**src/rtl/operadores_pkg.sv**
```systemverilog
// operadores_pkg: shared state encoding, default widths and counter limits for the majority unpacker
package operadores_pkg;
  localparam logic [1:0] ST_R0  = 2'd0;
  localparam logic [1:0] ST_R1  = 2'd1;
  localparam logic [1:0] ST_R2  = 2'd2;
  localparam logic [1:0] ST_OUT = 2'd3;
  localparam int W_DEF  = 3;
  localparam int SH_DEF = 2;
  localparam int CNT_W  = 8;
  localparam logic [CNT_W-1:0] CNT_MAX = 8'd255;
endpackage

```
**src/rtl/desempacotador_maioria_if.sv**
```systemverilog
// desempacotador_maioria_if: link-side beat stream and consumer-side decoded word bundle
interface desempacotador_maioria_if #(parameter int W = operadores_pkg::W_DEF);
  logic                            in_valid;
  logic                            in_ready;
  logic [2*W-1:0]                  in_data;
  logic                            in_first;
  logic                            in_shl;
  logic                            out_valid;
  logic                            out_ready;
  logic [2*W-1:0]                  out_word;
  logic [W-1:0]                    out_a;
  logic [W-1:0]                    out_b;
  logic                            out_corr;
  logic                            sync_err;
  logic [operadores_pkg::CNT_W-1:0] corr_cnt;
  modport master (
    output in_valid, in_data, in_first, in_shl, out_ready,
    input  in_ready, out_valid, out_word, out_a, out_b, out_corr, sync_err, corr_cnt
  );
  modport slave (
    input  in_valid, in_data, in_first, in_shl, out_ready,
    output in_ready, out_valid, out_word, out_a, out_b, out_corr, sync_err, corr_cnt
  );
endinterface

```
**src/rtl/votador_maioria.sv**
```systemverilog
// votador_maioria: bitwise 3-input majority vote with any-bit disagreement flag
module votador_maioria #(parameter int N = 6) (
  input  logic [N-1:0] a,
  input  logic [N-1:0] b,
  input  logic [N-1:0] c,
  output logic [N-1:0] v,
  output logic         dis
);
  assign v   = (a & b) | (a & c) | (b & c);
  assign dis = |((a ^ b) | (a ^ c));
endmodule

```
**src/rtl/desempacotador_maioria.sv**
```systemverilog
// desempacotador_maioria: collects 3 replicas, votes them, undoes optional shift and counts corrections
module desempacotador_maioria
  import operadores_pkg::*;
#(
  parameter int W  = W_DEF,
  parameter int SH = SH_DEF
) (
  input logic clk,
  input logic reset,
  desempacotador_maioria_if.slave bus
);
  localparam int N = 2 * W;
  logic [1:0]       state_q, state_d;
  logic [N-1:0]     r0_q, r0_d, r1_q, r1_d, word_q, word_d, vote;
  logic             shl_q, shl_d, corr_q, corr_d, sync_q, sync_d, dis, acc;
  logic [CNT_W-1:0] cnt_q, cnt_d;
  // the third replica is voted straight off the bus in the cycle it is accepted
  votador_maioria #(.N(N)) u_votador (
    .a  (r0_q),
    .b  (r1_q),
    .c  (bus.in_data),
    .v  (vote),
    .dis(dis)
  );
  assign bus.in_ready  = state_q != ST_OUT;
  assign bus.out_valid = state_q == ST_OUT;
  assign bus.out_word  = word_q;
  assign bus.out_a     = word_q[N-1:W];
  assign bus.out_b     = word_q[W-1:0];
  assign bus.out_corr  = corr_q;
  assign bus.sync_err  = sync_q;
  assign bus.corr_cnt  = cnt_q;
  assign acc           = bus.in_valid & bus.in_ready;
  // frame sequencing: a first-marked beat always (re)starts a frame, a stray beat in R0 is dropped
  always_comb begin
    state_d = state_q;
    r0_d    = r0_q;
    r1_d    = r1_q;
    shl_d   = shl_q;
    word_d  = word_q;
    corr_d  = corr_q;
    cnt_d   = cnt_q;
    sync_d  = 1'b0;
    if (acc) begin
      if (bus.in_first) begin
        r0_d    = bus.in_data;
        shl_d   = bus.in_shl;
        state_d = ST_R1;
        sync_d  = state_q != ST_R0;
      end else if (state_q == ST_R0) begin
        sync_d = 1'b1;
      end else if (state_q == ST_R1) begin
        r1_d    = bus.in_data;
        state_d = ST_R2;
      end else begin
        word_d  = shl_q ? vote >> SH : vote;
        corr_d  = dis;
        cnt_d   = (dis && cnt_q != CNT_MAX) ? cnt_q + 1'b1 : cnt_q;
        state_d = ST_OUT;
      end
    end else if (state_q == ST_OUT && bus.out_ready) begin
      state_d = ST_R0;
    end
  end
  // state and output registers, all cleared by reset
  always_ff @(posedge clk) begin
    if (reset) begin
      state_q <= ST_R0;
      r0_q    <= '0;
      r1_q    <= '0;
      shl_q   <= 1'b0;
      word_q  <= '0;
      corr_q  <= 1'b0;
      sync_q  <= 1'b0;
      cnt_q   <= '0;
    end else begin
      state_q <= state_d;
      r0_q    <= r0_d;
      r1_q    <= r1_d;
      shl_q   <= shl_d;
      word_q  <= word_d;
      corr_q  <= corr_d;
      sync_q  <= sync_d;
      cnt_q   <= cnt_d;
    end
  end
endmodule

```
**src/flat_wrapper.sv**
```systemverilog
// flat-port wrapper written by rule: the top's interface ports become plain ports
module desempacotador_maioria_flat import operadores_pkg::*;
#(
  parameter int W  = W_DEF,
  parameter int SH = SH_DEF
)
  (clk, reset, bus_in_valid, bus_in_data, bus_in_first, bus_in_shl, bus_out_ready, bus_in_ready, bus_out_valid, bus_out_word, bus_out_a, bus_out_b, bus_out_corr, bus_sync_err, bus_corr_cnt);
  desempacotador_maioria_if #(.W(W)) bus_i ();
  input logic clk;
  input logic reset;
  input wire logic [$bits(bus_i.in_valid)-1:0] bus_in_valid;
  input wire logic [$bits(bus_i.in_data)-1:0] bus_in_data;
  input wire logic [$bits(bus_i.in_first)-1:0] bus_in_first;
  input wire logic [$bits(bus_i.in_shl)-1:0] bus_in_shl;
  input wire logic [$bits(bus_i.out_ready)-1:0] bus_out_ready;
  output wire logic [$bits(bus_i.in_ready)-1:0] bus_in_ready;
  output wire logic [$bits(bus_i.out_valid)-1:0] bus_out_valid;
  output wire logic [$bits(bus_i.out_word)-1:0] bus_out_word;
  output wire logic [$bits(bus_i.out_a)-1:0] bus_out_a;
  output wire logic [$bits(bus_i.out_b)-1:0] bus_out_b;
  output wire logic [$bits(bus_i.out_corr)-1:0] bus_out_corr;
  output wire logic [$bits(bus_i.sync_err)-1:0] bus_sync_err;
  output wire logic [$bits(bus_i.corr_cnt)-1:0] bus_corr_cnt;
  assign bus_i.in_valid = bus_in_valid;
  assign bus_i.in_data = bus_in_data;
  assign bus_i.in_first = bus_in_first;
  assign bus_i.in_shl = bus_in_shl;
  assign bus_i.out_ready = bus_out_ready;
  assign bus_in_ready = bus_i.in_ready;
  assign bus_out_valid = bus_i.out_valid;
  assign bus_out_word = bus_i.out_word;
  assign bus_out_a = bus_i.out_a;
  assign bus_out_b = bus_i.out_b;
  assign bus_out_corr = bus_i.out_corr;
  assign bus_sync_err = bus_i.sync_err;
  assign bus_corr_cnt = bus_i.corr_cnt;
  desempacotador_maioria #(.W(W), .SH(SH)) u_core (.clk(clk), .reset(reset), .bus(bus_i));
endmodule
```
**config.mk**
```make
export PLATFORM = sky130hd
export DESIGN_NAME = desempacotador_maioria_flat
export DESIGN_NICKNAME = d
export VERILOG_FILES = /design/src/rtl/operadores_pkg.sv /design/src/rtl/desempacotador_maioria_if.sv /design/src/rtl/votador_maioria.sv /design/src/rtl/desempacotador_maioria.sv /design/src/flat_wrapper.sv
export SDC_FILE = /design/constraint.sdc
export NUM_CORES = 1
export LEC_CHECK = 0
export BUFFER_PORTS_ARGS = -buffer_cell sky130_fd_sc_hd__buf_2
export CAP_MARGIN = 0
export CORE_ASPECT_RATIO = 0.7
export CORE_MARGIN = 5
export CORE_UTILIZATION = 48
export CTS_CLUSTER_SIZE = 20
export DETAILED_ROUTE_END_ITERATION = 10
export PLACE_DENSITY = 0.75
export SLEW_MARGIN = 20
export SYNTH_ARGS = -nofsm -noshare
export SYNTH_HDL_FRONTEND = slang
export SYNTH_SLANG_ARGS = --single-unit
```
**constraint.sdc**
```tcl
create_clock -name clk -period 1.5 [get_ports clk]
set_input_delay 0 -clock clk [delete_from_list [all_inputs] [get_ports clk]]
set_output_delay 0 -clock clk [all_outputs]
set_load 0.05 [all_outputs]
```
# After elaboration in Yosys (flattened, before gate mapping)
# Index checks and enable logic that the tools add are counted.
[op_classes] add_sub_neg=1 n_reduce_logical=12 n_eq_ne=5 bitwise=13 mux=8
[op_table] op="bitwise AND 6 bit" count=3
[op_table] op="OR 6 bit" count=3
[op_table] op="XOR 6 bit" count=2
[op_table] op="adder 8 x 1 -> 8 bit (second input constant)" count=1
[op_table] op="two-way mux 2 bit" count=4
[op_table] op="inequality test 8 bit (second input constant)" count=1
[op_table] op="AND reduction 4 bit" count=2
[op_table] op="two-way mux 6 bit" count=1
[op_table] op="OR reduction 6 bit" count=1
[op_table] op="AND reduction 5 bit" count=1
[op_table] op="NOT 1 bit" count=4
[op_table] op="AND reduction 2 bit" count=2
[op_table] op="nonzero test 2 bit" count=2
[op_table] op="two-way mux 1 bit" count=3
[op_table] op="inequality test 3 bit (second input constant)" count=1
[op_table] op="== test 2 x 1 -> 1 bit (second input constant)" count=1
[op_table] op="== test 2 bit (second input constant)" count=1
[op_table] op="logical AND 1 bit" count=2
[op_table] op="logical NOT 2 bit" count=1
[op_table] op="inequality test 2 bit (second input constant)" count=1
[op_table] op="OR reduction 2 bit" count=1
[op_table] op="bitwise AND 1 bit" count=1
[totals] register_bits=31 in_bits=12

# Depth between registers and ports, before layout
# Gate-level depths: netlist (run 1).
[depth] depth_word=5 depth_mapped=8

# Cells and area by module
# From an unflattened synthesis (run 1), not the netlist that was laid out.
[hier_totals] cells_unflattened=165 hier_area_um2=1590.3
[modules_own_cells] mod="desempacotador_maioria" seq_area_each_um2=620.6 n_inst=1 area_per_inst_um2=1363.8 cells_each=143
[modules_own_cells] mod="votador_maioria" seq_area_each_um2=0.0 n_inst=1 area_per_inst_um2=226.5 cells_each=22

# Worst setup path before layout (run 1)
# OpenSTA, ideal clock, no wires.
[synth_timing] path_kind="register -> register" startpoint="register u_core.cnt_q[0], in the netlist u_core.bus.corr_cnt[0]" endpoint="register u_core.cnt_q[7], in the netlist u_core.bus.corr_cnt[7]" synth_period_minus_slack_ns=1.947 t_arrival_ns=1.826 path_buffers=0 setup_ns=0.121 setup_slack_ns=-0.447 stages_incl_launch_ff=6 path_cell_list="dfxtp_1 > ha_1 > nand3_1 > o311ai_2 > nor4_1 > mux2_2"
[synth_via] elab_chain_cells=3 elab_cells_between_ends=4 classes_between="1 x add/sub; 1 x eq/ne; 2 x reduce/logical"
[synth_lines] element="start, declared" line="desempacotador_maioria.sv:16" rtl="logic [CNT_W-1:0] cnt_q, cnt_d;"
[synth_lines] element="start signal, assigned" line="desempacotador_maioria.sv:84" rtl="cnt_q <= cnt_d;"
[synth_lines] element="parallel branches: the longest is 3 deep, another holds adder 8 x 1 -> 8 bit"
# Parallel ways; which one is timed is not known.
# A chain may end at the register's enable or synchronous reset.

# Final worst setup path (run 1)
[layout_timing] startpoint="register u_core.r0_q[3]" endpoint="register u_core.cnt_q[4], in the netlist u_core.bus.corr_cnt[4]"
[layout_via] elab_chain_cells=5 elab_cells_between_ends=6 classes_between="3 x bitwise; 3 x reduce/logical"
[layout_lines] element="start, declared" line="desempacotador_maioria.sv:14" rtl="logic [N-1:0] r0_q, r0_d, r1_q, r1_d, word_q, word_d, vote;"
[layout_lines] element="start signal, assigned" line="desempacotador_maioria.sv:78" rtl="r0_q <= r0_d;"
[layout_lines] element="XOR 6 bit" line="votador_maioria.sv:10" rtl="assign dis = |((a ^ b) | (a ^ c));"
[layout_lines] element="OR 6 bit *" line="votador_maioria.sv:10"
[layout_lines] element="OR reduction 6 bit *" line="votador_maioria.sv:10"
[layout_lines] element="logical AND 1 bit *" line="desempacotador_maioria.sv:58" rtl="cnt_d = (dis && cnt_q != CNT_MAX) ? cnt_q + 1'b1 : cnt_q;"
[layout_lines] element="AND reduction 5 bit (no source line) *"
# Every way passes the cells marked *; elsewhere a longest branch is shown, timed or not.

==> out/metrics.cfg, run 1 <==
[status]
status=complete, but fails checks
violations=setup timing

[grt]
overflow=0
grt_pass1_wl_um=6872
grt_pass1_vias=1508
antenna_found_initial=0
grt_max_degree=33
grtUsageTotal_pct=19.17

[timing]
slew_headroom_pct=62.54
rsz0062_at_grt=true
worst_slack_ns=-0.1334
clock_skew_ns=0.009513
drv_slew=0
tightestPinTransition_ns=0.5620
hold_violations=0
whs_ns=0.05208
layout_min_cycle_time_ns=1.633
finalSetupViolations=8
finalCritPeriodShare_pct=108.9
clock.fmax_mhz=612.2

[floorplan]
die_area_mm2=0.004656
top_level_ports=36
start_util_pct=50.78
die_h_um=58.61
core-area_mm2=0.003191
fp-row-count=17
dieWidth_um=79.45

[synthesis]
synth_top_area_share_pct=38.30
syn_inst=171
synth_cell_types=34
yosysWarnings=0
synthTopCellsByArea=dfxtp_1 (38%), ha_1 (12%), mux2i_1 (8.0%), nor2_1 (5.3%), a21oi_1 (4.3%)
synth.most_common_cell=dfxtp_1
seq_area_frac_synth_pct=38.30
syn_area_mm2=0.001620
synth_edf_count=0
async_flop_share_pct=0
synth_flop_cell=dfxtp_1
syn-num-nets=198
synth-seq-cells=31
avgSynthCellArea_um2=9.475
synth_common_cells=dfxtp_1 (31), nor2_1 (23), ha_1 (15), a21oi_1 (14), mux2i_1 (13)
yosysTopAreaCell=dfxtp_1

[run]
max-cap-violations=0

[layout]
fill_cells=230
antennaDiodeCount=0
drive_above_1_share_pct=47.51
nets=247
area_growth_pct=43.24

[pwr]
p_clk_share_pct=35.2
switching_share_pct=26.74
vdd_drop_max_mv=0.4644
power_frac_comb_pct=16.3
pwr-share-seq_pct=48.6
power_density_mw_per_mm2=765.9
finalPower_w=0.001778
leakage_nw=0.9855
cellInternalPower_w=0.001302
p_switching_w=0.0004753

[detailed_routing]
antenna_left=0
wirelength_um=4196
vias_per_cell=5.598
dr.first_iter.drc_count=77
wire_per_inst_um=16.20
drc=0
dr.pass1.iters=4
num_vias=1450

[placement]
detailedPlace.worstSlack_ns=-0.3429
place.port_buffers=35
hpwl_um=2999
routabilityCongestion=0.7790

[clock_network]
cts_tree=yes
numCtsBuffers=5
cts_root_buf=clkbuf_8
cts_sinks=31
htreeDepth=2
cts.path.max_buffers=2
clk_latency_ns=0.28
clkTransAtPathRegs_ns=0.07

[worst_setup_path]
critPathKind=flop to flop
worstSetupStartpointType=flop
crit_path_end_kind=flop
crit_arrival_ns=1.84
crit_path_max_fanout=11
cp_data_required_time_ns=1.71

[min_path]
hp-class=input port to flop

[flip-flops by register name, indices dropped and copies added, names as in the netlist]
signal               flops
u_core.state_q           2
u_core.shl_q             1
u_core.r1_q              6
u_core.bus.out_corr      1
u_core.bus.corr_cnt      8
u_core.bus.sync_err      1
u_core.r0_q              6
u_core.bus.out_word      6
[critical path, cell delays in order, from the launching register on]
cell	delay, ns
dfxtp_2	0.33
buf_6	0.12
ha_4	0.26
nor4_4	0.05
a31o_4	0.27
or4_1	0.41
a21oi_1	0.13
[metal layers]
layer,global-route usage (%),routed length (um),vias to the layer above
met1,21.90,1811,687
met5,0,0,-
met3,5.505,221,2
met4,7.598,16,0
met2,34.01,2146,29
li1,-,-,732
[power groups by stage]
stage                     clock network, W  registers (W)  logic (W)
after floorplan                          0       0.000884   0.000120
after global routing              0.000683       0.000867   0.000313
final                             0.000625       0.000863   0.000289
after CTS                         0.000633       0.000862   0.000277
after global placement                   0       0.000875   0.000193
after detailed placement                 0       0.000877   0.000206
[worst paths after layout]
check / startpoint / end / slack, ns / cells after the start
min reg2reg: u_core.bus.out_corr$_SDFFE_PP0P_ / u_core.bus.out_corr$_SDFFE_PP0P_ / 0.48 / 2
min: bus_in_data[1] / u_core.r1_q[1]$_SDFFE_PP0P_ / 0.05 / 3
max reg2reg: u_core.r0_q[3]$_SDFFE_PP0P_ / u_core.bus.corr_cnt[4]$_SDFFE_PP0P_ / -0.13 / 6
max: u_core.r0_q[3]$_SDFFE_PP0P_ / u_core.bus.corr_cnt[4]$_SDFFE_PP0P_ / -0.13 / 6
[cell usage in the layout, fill, tap and decap left out, types with 4 or more instances in the layout]
cell,count
nand2_1,6
ha_4,13
dfxtp_1,14
a2111oi_0,4
dfxtp_4,6
dfxtp_2,11
a211oi_1,8
buf_4,15
nor2_1,23
inv_1,4
clkbuf_8,5
mux2i_1,12
buf_2,35
a21oi_1,14
[timing repair]
item | 4_1_cts | 5_1_grt
hold endpoints to repair | 2 | 0
gates resized for setup | 34 | 9
hold buffers | 2 | 0
buffers inserted | 4 | 0
setup endpoints to repair | 11 | 16
pin swaps | 6 | 5
[stage by stage]
stage | utilization, % | TNS, ns | std cells | cell area (um2)
6_report | 72.75 | -0.7336 | 259 | 2321
5_1_grt | 72.75 | -1.366 | 259 | 2321
4_1_cts | 71.69 | -0.7315 | 259 | 2287
3_5_place_dp | 60.71 | -2.932 | 246 | 1937
3_3_place_gp | 60.71 | -2.037 | 246 | 1937
2_1_floorplan | - | -0.1477 | 171 | 1675
[cells by family after synthesis]
| group | share of synthesized area (%) |
|---|---|
| simple gates | 19.00 |
| compound gates | 16.14 |
| flops | 38.30 |
| buf+inv | 6.254 |
| fa+ha+maj | 11.58 |
| mux | 8.726 |
[layout make-up]
type / count / area, um2 / share of cell area [%]
sequential: 31 / 656.9 / 28.30
inverter: 4 / 15.01 / 0.6469
timing repair buffer: 55 / 350.3 / 15.09
clock buffer: 7 / 76.32 / 3.288
clock inverter: 1 / 5.005 / 0.2156
multi-input combinational: 123 / 1170 / 50.40
tap: 38 / 47.55 / 2.049
(Power assumes the default switching activity.)
==> run 2, diff against run 1 <==
PLACE_DENSITY = 0.8   (was 0.75)
==> run 2 against run 1 <==
  * The flow still finishes with violations (setup timing)
  * Worst hold slack better by 0.00058 ns
  * Sequential share of layout area increased by 0.50 points
  * Cell count shrank 0.39%
  * Sequential power about the same
  * Critical path type unchanged
==> out/metrics.cfg, run 2 (synthesized netlist as in run 1, its figures left out) <==
[timing]
rsz0062_at_grt=true
hold_violations=0
whs_ns=0.05266
drv_slew=0
finalCritPeriodShare_pct=110.0
clock.fmax_mhz=606.3
tightestPinTransition_ns=0.5683
slew_headroom_pct=62.11
worst_slack_ns=-0.1495
layout_min_cycle_time_ns=1.649
finalSetupViolations=8
tns_ns=-0.9351
clock_skew_ns=0.004245

[clock_network]
clkTransAtPathRegs_ns=0.06
cts.path.max_buffers=2
cts_root_buf=clkbuf_8
htreeDepth=2
cts_tree=yes
clk_latency_ns=0.29
numCtsBuffers=5
cts_sinks=31

[floorplan]
top_level_ports=36
die_h_um=58.61
fp-row-count=17
die_area_mm2=0.004656
dieWidth_um=79.45
start_util_pct=50.78
core-area_mm2=0.003191

[worst_setup_path]
crit_path_end_kind=flop
reg2reg_depth=5
rrSetupSlack_ns=-0.15
slowest_delay_ns=0.41
r2r_end=u_core.bus.corr_cnt[6]$_SDFFE_PP0P_
worstPathCellList=ha_1 > nor4_4 > a31o_2 > or4_1 > a21oi_1
slowest_stage=or4_1
r2r-start=u_core.r0_q[4]$_SDFFE_PP0P_
cp_data_required_time_ns=1.71
crit_arrival_ns=1.86
worstSetupStartpointType=flop
crit_path_max_fanout=11
critPathKind=flop to flop

[placement]
detailedPlace.worstSlack_ns=-0.2461
placed_area_mm2=0.001944
place.port_buffers=35
hpwl_um=2735
routabilityCongestion=0.7586

[grt]
overflow=0
grt_pass1_wl_um=6879
grtUsageTotal_pct=19.20
grt_pass1_vias=1463
grt_max_degree=33
antenna_found_initial=0

[layout]
final_common_cell=buf_2
design_area_mm2=0.002290
final_cell_mix=buf_2 (35), nor2_1 (23), buf_4 (15), a21oi_1 (14), dfxtp_1 (14)
largest_reg_flops=8
area_growth_pct=41.31
drive_above_1_share_pct=46.82
antennaDiodeCount=0
nets=246

[pwr]
leakage_nw=0.9780
vdd_drop_max_mv=0.5732
finalPower_w=0.001775
power_density_mw_per_mm2=775.2

[run]
max-cap-violations=0

[status]
status=complete, but fails checks
violations=setup timing

[detailed_routing]
num_vias=1462
wirelength_um=4296
dr.pass1.iters=4
vias_per_cell=5.667
drc=0
dr.first_iter.drc_count=42
wire_per_inst_um=16.65
antenna_left=0

[min_path]
hp-class=input port to flop
worstHoldPathCells=3
hold_end=u_core.r1_q[1]$_SDFFE_PP0P_
hp-start=bus_in_data[1]

run 2: cell types whose count changed in the layout (fill, tap and decap cells not counted), sizes merged:
cell	before	now
buf	53	52
clkbuf	7	6
clkinv	1	2
run 2: critical path, delay by kind of cell (launching register included):
family	cells	cell delay (ns)
AND/OR/NAND/NOR	2	0.47
flip-flops	1	0.34
adder cells (fa/ha/maj)	1	0.33
AO/OA/AOI/OAI	2	0.43
run 2: final cells by class:
class / count / area [um2]
clock buffers: 6 / 72.57
clock inverters: 2 / 7.507
fillers: 239 / 900.9
inverters: 4 / 15.01
multi-input cells: 123 / 1140
flip-flops and latches: 31 / 659.4
well taps: 38 / 47.55
repair buffers: 54 / 347.8
run 2: through the flow:
stage / instances / util (%)
floorplan: 171 / -
detailed placement: 247 / 60.94
finish: 258 / 71.76
global placement: 247 / 60.94
global route: 258 / 71.76
CTS: 258 / 71.10
run 2: report_power, final:
group          total [W]  switching, W  internal, W
logic           0.000292      0.000149     0.000143
clock network   0.000617      0.000301     0.000315
registers       0.000866     0.0000284     0.000838
total            0.00178      0.000479      0.00130
run 2: routing by layer:
metal / share of wire, % / routed length (um) / vias up / GRT usage, %
met1: 43 / 1863 / 694 / 22.52
met2: 50 / 2134 / 35 / 32.10
met4: 1.5 / 63 / 0 / 9.559
met3: 5.5 / 235 / 7 / 5.810
li1: - / - / 726 / -
met5: 0 / 0 / - / 0
run 2: worst max-delay path by stage:
stage,from,to,slack (ns),cells after the start
5_1_grt,u_core.r0_q[4]$_SDFFE_PP0P_,u_core.bus.corr_cnt[7]$_SDFFE_PP0P_,-0.22,5
6_report,u_core.r0_q[4]$_SDFFE_PP0P_,u_core.bus.corr_cnt[6]$_SDFFE_PP0P_,-0.15,5
4_1_cts,u_core.r0_q[1]$_SDFFE_PP0P_,u_core.bus.corr_cnt[7]$_SDFFE_PP0P_,-0.1,5
3_3_place_gp,u_core.r0_q[0]$_SDFFE_PP0P_,u_core.bus.corr_cnt[7]$_SDFFE_PP0P_,-0.22,5
2_1_floorplan,u_core.bus.corr_cnt[7]$_SDFFE_PP0P_,u_core.bus.corr_cnt[7]$_SDFFE_PP0P_,-0.12,4
3_5_place_dp,u_core.r0_q[0]$_SDFFE_PP0P_,u_core.bus.corr_cnt[7]$_SDFFE_PP0P_,-0.25,5
run 2: what timing repair did:
item,4_1_cts,5_1_grt
hold endpoints to repair,2,0
endpoints found under the setup margin,11,13
pin swaps,8,6
buffers inserted,3,0
resized for setup,33,6
hold buffers,2,0
==> run 3, diff against run 2 <==
CORE_UTILIZATION = 45   (was 48)
CTS_BUF_LIST = sky130_fd_sc_hd__clkbuf_16   (was not set)
PLACE_DENSITY = 0.76   (was 0.8)
==> run 3 against run 2 <==
  * The run still ends with setup timing left
  * Total power increased by 31%
  * Flip-flop and latch count unchanged
  * Global-route usage decreased by 0.36 points
  * Worst setup slack got worse by 0.0065 ns
  * Clock skew decreased by 0.0021 ns
  * Sequential power about the same
  * Cell count increased by 6.6%
  * Clock power increased by 86%
  * Die area increased by 5.7%
  * First-iteration DRC count increased by 57%
  * Largest cell class unchanged
==> out/metrics.cfg, run 3 (synthesized netlist as in run 1, its figures left out) <==
[status]
status=complete, but fails checks
violations=setup timing

[worst_setup_path]
worstSetupStartpointType=flop
cp_num_buf_inv=1
crit_path_start=u_core.r0_q[5]$_SDFFE_PP0P_
cp_data_required_time_ns=1.70
critPathKind=flop to flop
worstPathCellList=ha_4 > nor4_4 > and3_4 > buf_6 > or4_4 > a21oi_2
crit_arrival_ns=1.85
r2r-start=u_core.r0_q[5]$_SDFFE_PP0P_
slowest_delay_ns=0.42
crit_path_max_fanout=4
crit_path_end_kind=flop
slowest_stage=or4_4
cp_top_family=simple AND/OR/NAND/NOR gates

[grt]
grtUsageTotal_pct=18.84
overflow=0
grt_pass1_vias=1382
grt_pass1_wl_um=6713
antenna_found_initial=0
grt_max_degree=33

[timing]
clock.fmax_mhz=603.9
finalSetupViolations=8
finalCritPeriodShare_pct=110.4
hold_violations=0
clock_skew_ns=0.002116
tightestPinTransition_ns=0.6349
slew_headroom_pct=57.68
rsz0062_at_grt=true
worst_slack_ns=-0.1559
drv_slew=0
layout_min_cycle_time_ns=1.656

[clock_network]
cts_root_buf=clkbuf_16
cts.path.max_buffers=2
clk_latency_ns=0.28
cts_tree=yes
numCtsBuffers=5
htreeDepth=2
cts_sinks=31
clkTransAtPathRegs_ns=0.05

[pwr]
finalPower_w=0.002321
vdd_drop_max_mv=0.6430
leakage_nw=1.040
power_density_mw_per_mm2=929.3

[detailed_routing]
num_vias=1509
dr.pass1.iters=5
vias_per_cell=5.487
wire_per_inst_um=16.04
wirelength_um=4410
dr.first_iter.drc_count=66
drc=0
antenna_left=0

[run]
max-cap-violations=0

[floorplan]
top_level_ports=36
die_h_um=60.21
die_area_mm2=0.004920
start_util_pct=46.42
fp-row-count=18
dieWidth_um=81.72
core-area_mm2=0.003491

[min_path]
hp-class=input port to flop
hp-start=bus_in_data[1]

[placement]
dp.cells=264
routabilityCongestion=0.7489
hpwl_um=2656
place.port_buffers=35

[layout]
largest_reg_flops=8
layout.cells.non_filler=275
drive_above_1_share_pct=52.89
area_growth_pct=54.13
nets=251
final_cell_mix=buf_2 (35), nor2_1 (22), buf_4 (20), dfxtp_1 (15), ha_4 (14)
antennaDiodeCount=0
final_common_cell=buf_2

## run 3: worst paths after layout
check / to / cells after the start / slack [ns]
max reg2reg: u_core.bus.corr_cnt[5]$_SDFFE_PP0P_ / 6 / -0.16
min reg2reg: u_core.bus.corr_cnt[4]$_SDFFE_PP0P_ / 2 / 0.50
max: u_core.bus.corr_cnt[5]$_SDFFE_PP0P_ / 6 / -0.16
min: u_core.r0_q[1]$_SDFFE_PP0P_ / 3 / 0.07
## run 3: timing repair
action                                 CTS  global route
hold buffers                             2             0
setup endpoints to repair               11            14
endpoints found under the hold margin    2             0
setup buffers                            0             1
resized for setup                       35            16
pin swaps                                8             6
gates cloned                             0             0
## run 3: layer usage
metal  wire length, um  global-route usage, %
met1              1856                  22.33
met5                 0                      0
met2              2209                  31.30
met4                86                  8.057
met3               257                  6.175
## run 3: worst min-delay path, delay by kind of cell
kind          cells  cell delay (ns)
buf+inv           1             0.15
mux               1             0.08
simple gates      1             0.07
## run 3: cell type report
type                    instances  area [um2]
inverters                       4       15.01
clock inverters                 3       43.79
well taps                      50       62.56
clock buffers                   5       125.1
repair buffers                 59       376.6
fillers                       248       993.5
multi-input cells             123        1216
flip-flops and latches         31       658.1
## run 3: power by group
| group | leakage, nW | total, W | switching (W) | internal (W) |
|---|---|---|---|---|
| logic | 0.696 | 0.000304 | 0.000154 | 0.000150 |
| clock network | 0.0838 | 0.00115 | 0.000369 | 0.000781 |
| registers | 0.261 | 0.000866 | 0.0000279 | 0.000838 |
| total | 1.04 | 0.00232 | 0.000551 | 0.00177 |
## run 3: stage by stage
step | worst slack, ns | area [um2] | setup TNS [ns] | hold WS [ns] | util (%)
floorplan | -0.1248 | 1675 | -0.1477 | 0.1067 | -
global placement | -0.2445 | 1997 | -1.854 | 0.2175 | 57.20
detailed placement | -0.2987 | 1997 | -2.275 | 0.2326 | 57.20
CTS | -0.1167 | 2417 | -0.6168 | 0.03103 | 69.25
global route | -0.1941 | 2497 | -1.299 | 0.09120 | 71.54
finish | -0.1559 | 2497 | -0.6977 | 0.06660 | 71.54
